**src/rtl/irq_ctrl.sv**
```systemverilog
// Multi-source interrupt controller: captures rising edges into a pending register, masks them,
// and presents the lowest-index enabled source as a held level request with a forced low gap.
module irq_ctrl #(
    parameter int              NSRC     = 8,
    parameter int              W_ID     = $clog2(NSRC),
    parameter int              GAP_CYC  = 1,
    parameter logic [NSRC-1:0] MASK_RST = '1
) (
    input  logic            clk_i,
    input  logic            n_rst_i,
    input  logic [NSRC-1:0] src_i,
    input  logic            cfg_we_i,
    input  logic [NSRC-1:0] cfg_mask_i,
    input  logic            cfg_clr_ovr_i,
    input  logic            halt_i,
    input  logic            ack_i,
    output logic            irq_o,
    output logic [W_ID-1:0] irq_id_o,
    output logic [NSRC-1:0] mask_o,
    output logic [NSRC-1:0] pend_o,
    output logic [NSRC-1:0] ovr_o
);

    localparam logic [1:0] S_IDLE   = 2'd0;
    localparam logic [1:0] S_ASSERT = 2'd1;
    localparam logic [1:0] S_GAP    = 2'd2;

    logic [NSRC-1:0] src_q, src_d;
    logic [NSRC-1:0] pend_q, pend_d;
    logic [NSRC-1:0] ovr_q, ovr_d;
    logic [NSRC-1:0] mask_q, mask_d;
    logic [1:0]      state_q, state_d;
    logic            irq_q, irq_d;
    logic [W_ID-1:0] id_q, id_d;
    logic [3:0]      gap_q, gap_d;

    logic [NSRC-1:0] rise;
    logic [NSRC-1:0] sel;
    logic [NSRC-1:0] ack_clr;
    logic [NSRC-1:0] new_ovr;
    logic [W_ID-1:0] win_id;
    logic            ack_fire;
    logic            decide;

    assign ack_fire = (state_q == S_ASSERT) && ack_i;

    // Set wins over the ack clear, and a same-cycle re-edge on the acked source is not an overrun.
    always_comb begin : edge_pend
        // NOTE: every combinational output gets a default first so no latch is inferred.
        rise             = src_i & ~src_q;
        ack_clr          = '0;
        if (ack_fire) begin
            ack_clr[id_q] = 1'b1;
        end
        new_ovr = rise & pend_q & ~ack_clr;
        src_d   = src_i;
        pend_d  = (pend_q & ~ack_clr) | rise;
        ovr_d   = cfg_clr_ovr_i ? new_ovr : (ovr_q | new_ovr);
        mask_d  = cfg_we_i ? cfg_mask_i : mask_q;
    end

    always_comb begin : prio
        sel    = pend_q & mask_q;
        win_id = '0;
        for (int i = NSRC - 1; i >= 0; i--) begin
            if (sel[i]) begin
                win_id = W_ID'(i);
            end
        end
    end

    // The last gap cycle doubles as the IDLE decision so re-assertion lands right after the gap.
    always_comb begin : fsm
        state_d = state_q;
        irq_d   = irq_q;
        id_d    = id_q;
        gap_d   = gap_q;
        decide  = 1'b0;
        case (state_q)
            S_IDLE: decide = 1'b1;
            S_ASSERT: begin
                if (ack_i) begin
                    irq_d   = 1'b0;
                    gap_d   = 4'(GAP_CYC);
                    state_d = S_GAP;
                end
            end
            S_GAP: begin
                if (gap_q <= 4'd1) begin
                    gap_d   = '0;
                    state_d = S_IDLE;
                    decide  = 1'b1;
                end else begin
                    gap_d = gap_q - 4'd1;
                end
            end
            default: state_d = S_IDLE;
        endcase
        if (decide && (sel != '0) && !halt_i) begin
            irq_d   = 1'b1;
            id_d    = win_id;
            state_d = S_ASSERT;
        end
    end

    always_ff @(posedge clk_i or negedge n_rst_i) begin
        if (!n_rst_i) begin
            src_q   <= '0;
            pend_q  <= '0;
            ovr_q   <= '0;
            mask_q  <= MASK_RST;
            state_q <= S_IDLE;
            irq_q   <= 1'b0;
            id_q    <= '0;
            gap_q   <= '0;
        end else begin
            // NOTE: non-blocking assignments so every flop samples pre-edge values.
            src_q   <= src_d;
            pend_q  <= pend_d;
            ovr_q   <= ovr_d;
            mask_q  <= mask_d;
            state_q <= state_d;
            irq_q   <= irq_d;
            id_q    <= id_d;
            gap_q   <= gap_d;
        end
    end

    assign irq_o    = irq_q;
    assign irq_id_o = id_q;
    assign mask_o   = mask_q;
    assign pend_o   = pend_q;
    assign ovr_o    = ovr_q;

endmodule

```
**config.mk**
```make
export PLATFORM = sky130hd
export DESIGN_NAME = irq_ctrl
export DESIGN_NICKNAME = d
export VERILOG_FILES = /design/src/rtl/irq_ctrl.sv
export SDC_FILE = /design/constraint.sdc
export NUM_CORES = 1
export LEC_CHECK = 0
export ABC_CLOCK_PERIOD_IN_PS = 2000
export CORE_ASPECT_RATIO = 0.6
export CORE_UTILIZATION = 46
export CTS_CLUSTER_DIAMETER = 50
export DETAILED_ROUTE_END_ITERATION = 10
export HOLD_SLACK_MARGIN = 0.05
export PLACE_DENSITY = 0.87
export SYNTH_ARGS = -nofsm -noshare
export SYNTH_HDL_FRONTEND = slang
export SYNTH_SLANG_ARGS = --single-unit
```
**constraint.sdc**
```tcl
create_clock -name clk_i -period 2 [get_ports clk_i]
set_clock_uncertainty 0.15 [all_clocks]
set_input_delay 0.2 -clock clk_i [delete_from_list [all_inputs] [get_ports clk_i]]
set_output_delay 0.2 -clock clk_i [all_outputs]
set_load 0.02 [all_outputs]
```
==> flow_summary.ini, run 1 <==
[yosys]
synth_xor_area_frac = 0
synth_area_leaders = dfrtp_1 49%, dfstp_2 12%, mux2_2 6.5%
async_flop_share = 1.00
synth_nets = 174
synth_top_family_by_area = compound AO/OA/AOI/OAI gates
synth-compound-area-share = 0.147
ys.flop_type = dfrtp_1
synthesis.instances = 150
yosys.area_share.adder = 0.0145
seq_area_frac_synth = 0.616
yosys_warnings = 0
synth_edf_count = 0
ys_ff_latch = 42
synth_area_leader_cell = dfrtp_1
synth_commonest_cells = 34 x dfrtp_1, 19 x nand2_1, 14 x inv_1, 14 x nand2b_1, 10 x mux2_2
synth-simple-area-share = 0.122
synth_cell_types = 29
synth.avg_cell_area_um2 = 11.5
synthMostInstantiatedCell = dfrtp_1
syn_area_mm2 = 0.00172
yosys.area.top_type_share = 0.494
synthMuxAreaShare = 0.0654

[timing]
period_share = 0.952
max_freq_mhz = 525
period_minus_slack_ns = 1.90
rsz0062_at_grt = false
finalSetupViolations = 0
worst_pin_slew_ns = 0.507
hold_viol = 0
maxSlewHeadroom = 0.662
setup_tns_ns = 0
slew_violations = 0

[critical_path]
cp-end-kind = flop
slowest_stage = a2111o_1
cp-start-kind = flop
arrival_ns = 1.94
required_ns = 2.03
worst-path-max-fanout = 5
cp_cell_sequence = inv_1 > ha_1 > o21ai_1 > a2111o_1 > mux2_2
critical_path_buf_inv_count = 1
slowest_delay_ns = 0.50
crit_type = reg2reg
cp_top_family = compound AO/OA/AOI/OAI gates

[place]
dp_hpwl_um = 3110
routabilityCongestion = 0.791
port_buffers = 49

[run_status]
status = completed

[floorplanning]
die_h_um = 49.4
coreArea_mm2 = 0.00340
num_rows = 16
io_pins = 50
initial_core_util = 0.506
die-area_mm2 = 0.00400
fp.dieW_um = 81.0

[pwr]
peakVddDrop_mv = 0.555
power_density_mw_per_mm2 = 1200
total_leakage_power_nw = 1.00
total_power_mw = 2.84

[cells_and_area]
seq_area_mm2 = 0.00106
drive_above_1_share = 0.153
diodes = 0
syn_to_final_growth_pct = 38.2
nFillCells = 251
nNetsFinal = 232
multi_input_comb_area_um2 = 601

[detailed_routing]
wire_per_inst_um = 15.8
vias = 1359
first_pass_iters = 4
drc = 0
drt-vias-per-instance = 5.35
drtAntennaViolNets = 0
totalWireLength_um = 4020
drtIter0Drc = 69

[global_routing]
grt_first_pass_wirelength_um = 6470
grt_pass1_vias = 1310
grt.total_usage = 0.229
overflow = 0
antenna_found_initial = 0
grt_max_degree = 43

[clock_network]
cts_resized = 0
tritoncts = yes
clk_pin_slew_ns = 0.08
cts_sinks = 42
numCtsBuffers = 5
worst_skew_pair.late_latency_ns = 0.29
clockBufferDepth = 2
clock-root-buffer = clkbuf_8
cts_setup_buffers = 0
h-tree-depth = 2

[hold_path]
hp-class = in2reg

[run]
cap_violations = 0
## area by class of cell
cell class,instances,area share
repair buffers,53,0.218
multi-input cells,92,0.252
clock buffers,7,0.0363
flip-flops and latches,42,0.446
clock inverters,1,0.00210
inverters,14,0.0221
well taps,45,0.0237
## metal layers
metal,vias up,track usage,share of wire
li1,645,-,-
met1,641,0.332,0.47
met2,64,0.317,0.42
met3,9,0.0692,0.083
met4,0,0.0952,0.018
met5,-,0,0
## cell usage in the layout (no fill, tap or decap), types with 2 or more instances in the layout
| master | n |
|---|---|
| o211ai_1 | 4 |
| nand2_1 | 19 |
| o31ai_1 | 4 |
| nor2_1 | 4 |
| inv_1 | 14 |
| clkdlybuf4s50_1 | 48 |
| dfrtp_1 | 34 |
| nand3_1 | 2 |
| a22o_1 | 2 |
| dfstp_2 | 8 |
| mux2_2 | 10 |
| buf_4 | 3 |
| o22ai_1 | 8 |
| o21ai_0 | 8 |
| a22o_2 | 2 |
| a21oi_1 | 2 |
| nand2b_1 | 14 |
| ha_1 | 2 |
| clkbuf_8 | 6 |
## logic make-up (layout without fill, tap and decap cells)
logic type / Yosys count / in the layout
adders and majority gates: 2 / 2
AOI/OAI and AO/OA: 37 / 37
muxes: 10 / 10
buffers and inverters: 16 / 75
DFF: 42 / 42
and+or+nand+nor: 43 / 43
## what timing repair did
action | in CTS | in global routing
endpoints found under the setup margin | 0 | 0
endpoints found under the hold margin | 34 | 0
hold buffers | 1 | 0
## state kept, by name, indices dropped and copies added (netlist names)
signal / count
mask_o: 8
state_q: 2
pend_o: 8
gap_q: 4
irq_o: 1
src_q: 8
ovr_o: 8
irq_id_o: 3
## power by group
group	internal [mW]	leakage, nW	switching, mW	total [mW]
registers	1.04	0.473	0.197	1.24
logic	0.497	0.482	0.551	1.05
clock network	0.278	0.0482	0.277	0.555
total	1.82	1.00	1.02	2.84
## per-stage QoR
step	worst slack, ns	cell area (um2)	utilization	cells	hold slack [ns]
2_1_floorplan	0.191	1720	-	150	-0.246
4_1_cts	0.104	2380	0.699	254	0.222
3_3_place_gp	0.159	2280	0.669	245	0.133
3_5_place_dp	0.0945	2280	0.669	245	0.143
6_report	0.0959	2380	0.699	254	0.226
5_1_grt	0.00126	2380	0.699	254	0.221
## worst paths after layout
path | slack [ns] | endpoint | depth (start not counted) | startpoint
setup / recovery | 0.1 | irq_id_o[0]$_DFFE_PN0P_ | 5 | gap_q[1]$_DFFE_PN0P_
hold / removal | 0.23 | src_q[5]$_DFF_PN0_ | 1 | src_i[5]
setup reg to reg | 0.1 | irq_id_o[0]$_DFFE_PN0P_ | 5 | gap_q[1]$_DFFE_PN0P_
hold reg to reg | 0.34 | irq_o$_DFFE_PN0P_ | 2 | irq_o$_DFFE_PN0P_
max in group asynchronous | 0.98 | mask_o[5]$_DFFE_PN1P_ | 3 | n_rst_i
min in group asynchronous | 0.35 | irq_o$_DFFE_PN0P_ | 3 | n_rst_i
## worst register-to-register path: cells and delay by family (launching register included)
kind,cells,cell delay (ns)
flops,1,0.41
fa+ha+maj,1,0.20
mux,1,0.30
buf+inv,1,0.11
compound gates,2,0.63
Note: power is estimated with default switching activity, not from simulation.
==> run 2: changes to the inputs <==
--- a/config.mk
+++ b/config.mk
@@ -6,9 +6,7 @@
 export NUM_CORES = 1
 export LEC_CHECK = 0
 export ABC_CLOCK_PERIOD_IN_PS = 2000
-export CORE_ASPECT_RATIO = 0.6
 export CORE_UTILIZATION = 46
-export CTS_CLUSTER_DIAMETER = 50
 export DETAILED_ROUTE_END_ITERATION = 10
 export HOLD_SLACK_MARGIN = 0.05
 export PLACE_DENSITY = 0.87
==> flow_summary.ini, run 2 (synthesized netlist as in run 1, its figures left out) <==
[detailed_routing]
drc = 0
wire_per_inst_um = 15.7
vias = 1397
drtIter0Drc = 74
drt-vias-per-instance = 5.35
totalWireLength_um = 4090
drtAntennaViolNets = 0
first_pass_iters = 4

[cells_and_area]
nNetsFinal = 238
stdcell_count = 261
nFillCells = 254
drive_above_1_share = 0.186
layout.cells.most_common_list = 48 x clkdlybuf4s50_1, 34 x dfrtp_1, 19 x nand2_1, 14 x inv_1, 14 x nand2b_1
syn_to_final_growth_pct = 43.8
diodes = 0
final_common_cell = clkdlybuf4s50_1

[global_routing]
grt_max_degree = 43
grt.total_usage = 0.231
antenna_found_initial = 0
grt_pass1_vias = 1458
overflow = 0
grt_first_pass_wirelength_um = 6970

[pwr]
internal-power_mw = 2.09
peakVddDrop_mv = 0.637
switchingPower_mw = 1.05
seqPwrFrac = 0.391
total_leakage_power_nw = 1.05
power_density_mw_per_mm2 = 1270
clockPowerShare = 0.253
pwr-share-comb = 0.356
p_sw_frac = 0.335

[critical_path]
r2r.worst_path.cells = 4
crit_type = reg2out
cp-end-kind = primary output
crit-reg2reg-launch = pend_o[2]$_DFF_PN0_
crit_end = mask_o[5]
arrival_ns = 1.56
reg2reg_to = irq_id_o[0]$_DFFE_PN0P_
worst-path-max-fanout = 4
required_ns = 1.65
r2r_setup_slack_ns = 0.11
cp-startpoint = mask_o[5]$_DFFE_PN1P_
cp-start-kind = flop

[hold_path]
whs_path_depth = 1
hp-class = in2reg

[clock_network]
worst_skew_pair.late_latency_ns = 0.30
h-tree-depth = 2
clockBufferDepth = 2
clock-root-buffer = clkbuf_8
cts_sinks = 42
numCtsBuffers = 5
clk_pin_slew_ns = 0.08
tritoncts = yes

[timing]
maxSlewHeadroom = 0.652
worst_pin_slew_ns = 0.522
slew_violations = 0
max_freq_mhz = 524
setup_tns_ns = 0
finalSetupViolations = 0
period_share = 0.954
rsz0062_at_grt = false
period_minus_slack_ns = 1.91
hold_viol = 0
hold_ws_ns = 0.217

[floorplanning]
num_rows = 21
die_h_um = 63.2
io_pins = 50
initial_core_util = 0.496
coreArea_mm2 = 0.00347
fp.dieW_um = 63.2
die-area_mm2 = 0.00399

[place]
dp_hpwl_um = 3000
routabilityCongestion = 0.840
port_buffers = 49
dp.cells = 250

[run_status]
status = completed

[run]
cap_violations = 0
[run 2: per-layer routing]
layer | up-vias | global-route usage | routed length, um
li1 | 653 | - | -
met1 | 684 | 0.276 | 1640
met2 | 51 | 0.402 | 2170
met3 | 9 | 0.0652 | 212
met4 | 0 | 0.0739 | 74
met5 | - | 0 | 0
[run 2: cell type report]
type                    count  area, um2  area share
clock buffers               5       68.8      0.0278
repair buffers             59        563       0.227
inverters                  14       52.6      0.0212
multi-input cells          92        604       0.244
flip-flops and latches     42       1060       0.429
well taps                  46       57.6      0.0232
clock inverters             3       68.8      0.0278
[run 2: worst max-delay path, cell delays in order, from the launching register on]
cell and delay, ns:
dfstp_2 0.54, buf_4 0.12, clkdlybuf4s50_1 0.60
[run 2: power groups by stage]
stage          Combinational [mW]  Clock [mW]  Sequential, mW
5_1_grt                      1.22       0.847            1.25
6_report                     1.12       0.795            1.23
2_1_floorplan               0.419           0            1.36
3_5_place_dp                 1.08           0            1.23
3_3_place_gp                 1.04           0            1.22
4_1_cts                      1.09       0.808            1.22
[run 2: timing repair]
action / 4_1_cts / 5_1_grt
resized for setup: 0 / 1
setup endpoints to repair: 0 / 2
hold endpoints to repair: 34 / 0
setup buffers: 0 / 2
hold buffers: 1 / 0
[run 2: worst min-delay path by stage]
stage / from / end / slack [ns]
after floorplan: n_rst_i / gap_q[0]$_DFFE_PN0P_ / -0.25
after global placement: n_rst_i / irq_o$_DFFE_PN0P_ / 0.13
after detailed placement: n_rst_i / irq_o$_DFFE_PN0P_ / 0.14
after CTS: src_i[4] / src_q[4]$_DFF_PN0_ / 0.22
after global routing: src_i[5] / src_q[5]$_DFF_PN0_ / 0.22
final: src_i[4] / src_q[4]$_DFF_PN0_ / 0.22
[run 2: stage by stage]
stage | worst slack [ns] | cell area, um2 | total power, mW | utilization
after floorplan | 0.191 | 1720 | 1.78 | -
after global placement | 0.145 | 2310 | 2.26 | 0.666
after detailed placement | 0.0805 | 2310 | 2.31 | 0.666
after CTS | 0.0596 | 2460 | 3.12 | 0.709
after global routing | 0.00875 | 2480 | 3.32 | 0.714
final | 0.0910 | 2480 | 3.14 | 0.714
==> run 3: changes to the inputs <==
--- a/config.mk
+++ b/config.mk
@@ -6,10 +6,11 @@
 export NUM_CORES = 1
 export LEC_CHECK = 0
 export ABC_CLOCK_PERIOD_IN_PS = 2000
-export CORE_UTILIZATION = 46
+export CORE_UTILIZATION = 50
 export DETAILED_ROUTE_END_ITERATION = 10
+export DONT_BUFFER_PORTS = 1
 export HOLD_SLACK_MARGIN = 0.05
-export PLACE_DENSITY = 0.87
+export PLACE_DENSITY = 0.74
 export SYNTH_ARGS = -nofsm -noshare
 export SYNTH_HDL_FRONTEND = slang
 export SYNTH_SLANG_ARGS = --single-unit
==> flow_summary.ini, run 3 (synthesized netlist as in run 1, its figures left out) <==
[global_routing]
antenna_found_initial = 0
grt_pass1_vias = 1323
overflow = 0
grt.total_usage = 0.235
grt_first_pass_wirelength_um = 6070
grt_max_degree = 43

[floorplanning]
initial_core_util = 0.546
coreArea_mm2 = 0.00315
die-area_mm2 = 0.00368
io_pins = 50
fp.dieW_um = 60.7
num_rows = 20
die_h_um = 60.7

[clock_network]
cts_setup_buffers = 0
numCtsBuffers = 5
clock-root-buffer = clkbuf_4
cts_resized = 0
h-tree-depth = 2
worst_skew_pair.late_latency_ns = 0.35
clk_pin_slew_ns = 0.14
clockBufferDepth = 2
tritoncts = yes
cts_sinks = 42

[critical_path]
arrival_ns = 2.03
required_ns = 2.10
cp-end-kind = flop
worst-path-max-fanout = 5
crit_type = reg2reg
slowest_stage = a2111o_1
slowest_delay_ns = 0.51
cp_cell_sequence = inv_1 > ha_1 > o21ai_1 > a2111o_1 > mux2_2
cp-start-kind = flop

[cells_and_area]
nNetsFinal = 225
syn_to_final_growth_pct = 31.0
nFillCells = 225
fin_util = 0.715
layout.cells.most_common_list = 34 x dfrtp_1, 28 x dlygate4sd3_1, 19 x nand2_1, 17 x buf_4
diodes = 0
stdcell_count = 246
final_common_cell = dfrtp_1
drive_above_1_share = 0.233

[place]
place_ws_ns = 0.121
dp.cells = 209
routabilityCongestion = 0.838
port_buffers = 0
dp_hpwl_um = 2760

[detailed_routing]
wire_per_inst_um = 16.7
drtIter0Drc = 56
vias = 1326
first_pass_iters = 4
drtAntennaViolNets = 0
drt-vias-per-instance = 5.39
totalWireLength_um = 4110
drc = 0

[timing]
max_freq_mhz = 517
rsz0062_at_grt = false
layout_setup_ws_ns = 0.0666
setup_tns_ns = 0
maxSlewHeadroom = 0.723
worst_pin_slew_ns = 0.405
period_minus_slack_ns = 1.93
slew_violations = 0
period_share = 0.967
finalSetupViolations = 0
hold_viol = 0

[pwr]
pwr-share-comb = 0.323
internal-power_mw = 1.54
p_sw_frac = 0.398
peakVddDrop_mv = 0.694
total_leakage_power_nw = 0.977
clockPowerShare = 0.167
switchingPower_mw = 1.02
seqPwrFrac = 0.510
power_density_mw_per_mm2 = 1130

[hold_path]
hp-class = in2async

[run]
cap_violations = 0

[run_status]
status = completed
## run 3: changes by cell type in the layout (fill, tap and decap cells not counted), sizes merged
cell / delta
clkinvlp: +1
clkinv: +1
bufinv: -2
dlygate4sd3: +27
buf: +8
clkdlybuf4s50: -48
## run 3: final timing paths
| kind | from | end | slack, ns | cells after the start |
|---|---|---|---|---|
| min in group clk_i | src_i[7] | src_q[7]$_DFF_PN0_ | 0.27 | 1 |
| min | n_rst_i | src_q[4]$_DFF_PN0_ | 0.13 | 2 |
| min reg2reg | src_q[4]$_DFF_PN0_ | pend_o[4]$_DFF_PN0_ | 0.38 | 2 |
| max | gap_q[1]$_DFFE_PN0P_ | irq_id_o[0]$_DFFE_PN0P_ | 0.07 | 5 |
| max in group asynchronous | n_rst_i | mask_o[1]$_DFFE_PN1P_ | 1.30 | 2 |
| max reg2reg | gap_q[1]$_DFFE_PN0P_ | irq_id_o[0]$_DFFE_PN0P_ | 0.07 | 5 |
## run 3: cell type report
type / count / area (um2) / share of cell area
Tap cell: 44 / 55.1 / 0.0244
Inverter: 14 / 52.6 / 0.0233
Multi-Input combinational cell: 92 / 601 / 0.266
Clock buffer: 5 / 37.5 / 0.0166
Sequential cell: 42 / 1060 / 0.470
Timing Repair Buffer: 46 / 428 / 0.190
Clock inverter: 3 / 21.3 / 0.00943
## run 3: what timing repair did
action	4_1_cts	5_1_grt
hold buffers	29	0
endpoints found under the setup margin	0	0
endpoints found under the hold margin	80	0
## run 3: layer usage
metal | share of wire | track usage | vias to the layer above | wire, um
met5 | 0 | 0 | - | 0
met4 | 0.0046 | 0.0682 | 0 | 19
met3 | 0.076 | 0.0810 | 6 | 313
met2 | 0.49 | 0.388 | 59 | 2000
met1 | 0.43 | 0.298 | 634 | 1780
li1 | - | - | 627 | -
## run 3: metrics by stage
step	cell area, um2	hold slack, ns	power [mW]
6_report	2260	0.135	2.56
3_3_place_gp	1900	-0.245	2.01
3_5_place_dp	1900	-0.245	2.05
5_1_grt	2260	0.140	2.70
4_1_cts	2260	0.120	2.55
2_1_floorplan	1720	-0.246	1.78
## run 3: power by group through the flow
stage	clock network (mW)	registers [mW]	logic, mW
after global routing	0.463	1.32	0.913
after CTS	0.434	1.30	0.820
final	0.427	1.30	0.825
after detailed placement	0	1.31	0.734
after global placement	0	1.31	0.704
after floorplan	0	1.36	0.419
## run 3: critical path: cells and delay by family, from the launching register on
kind	cells	cell delay, ns
compound gates	2	0.65
fa+ha+maj	1	0.19
buf+inv	1	0.10
flops	1	0.43
mux	1	0.30
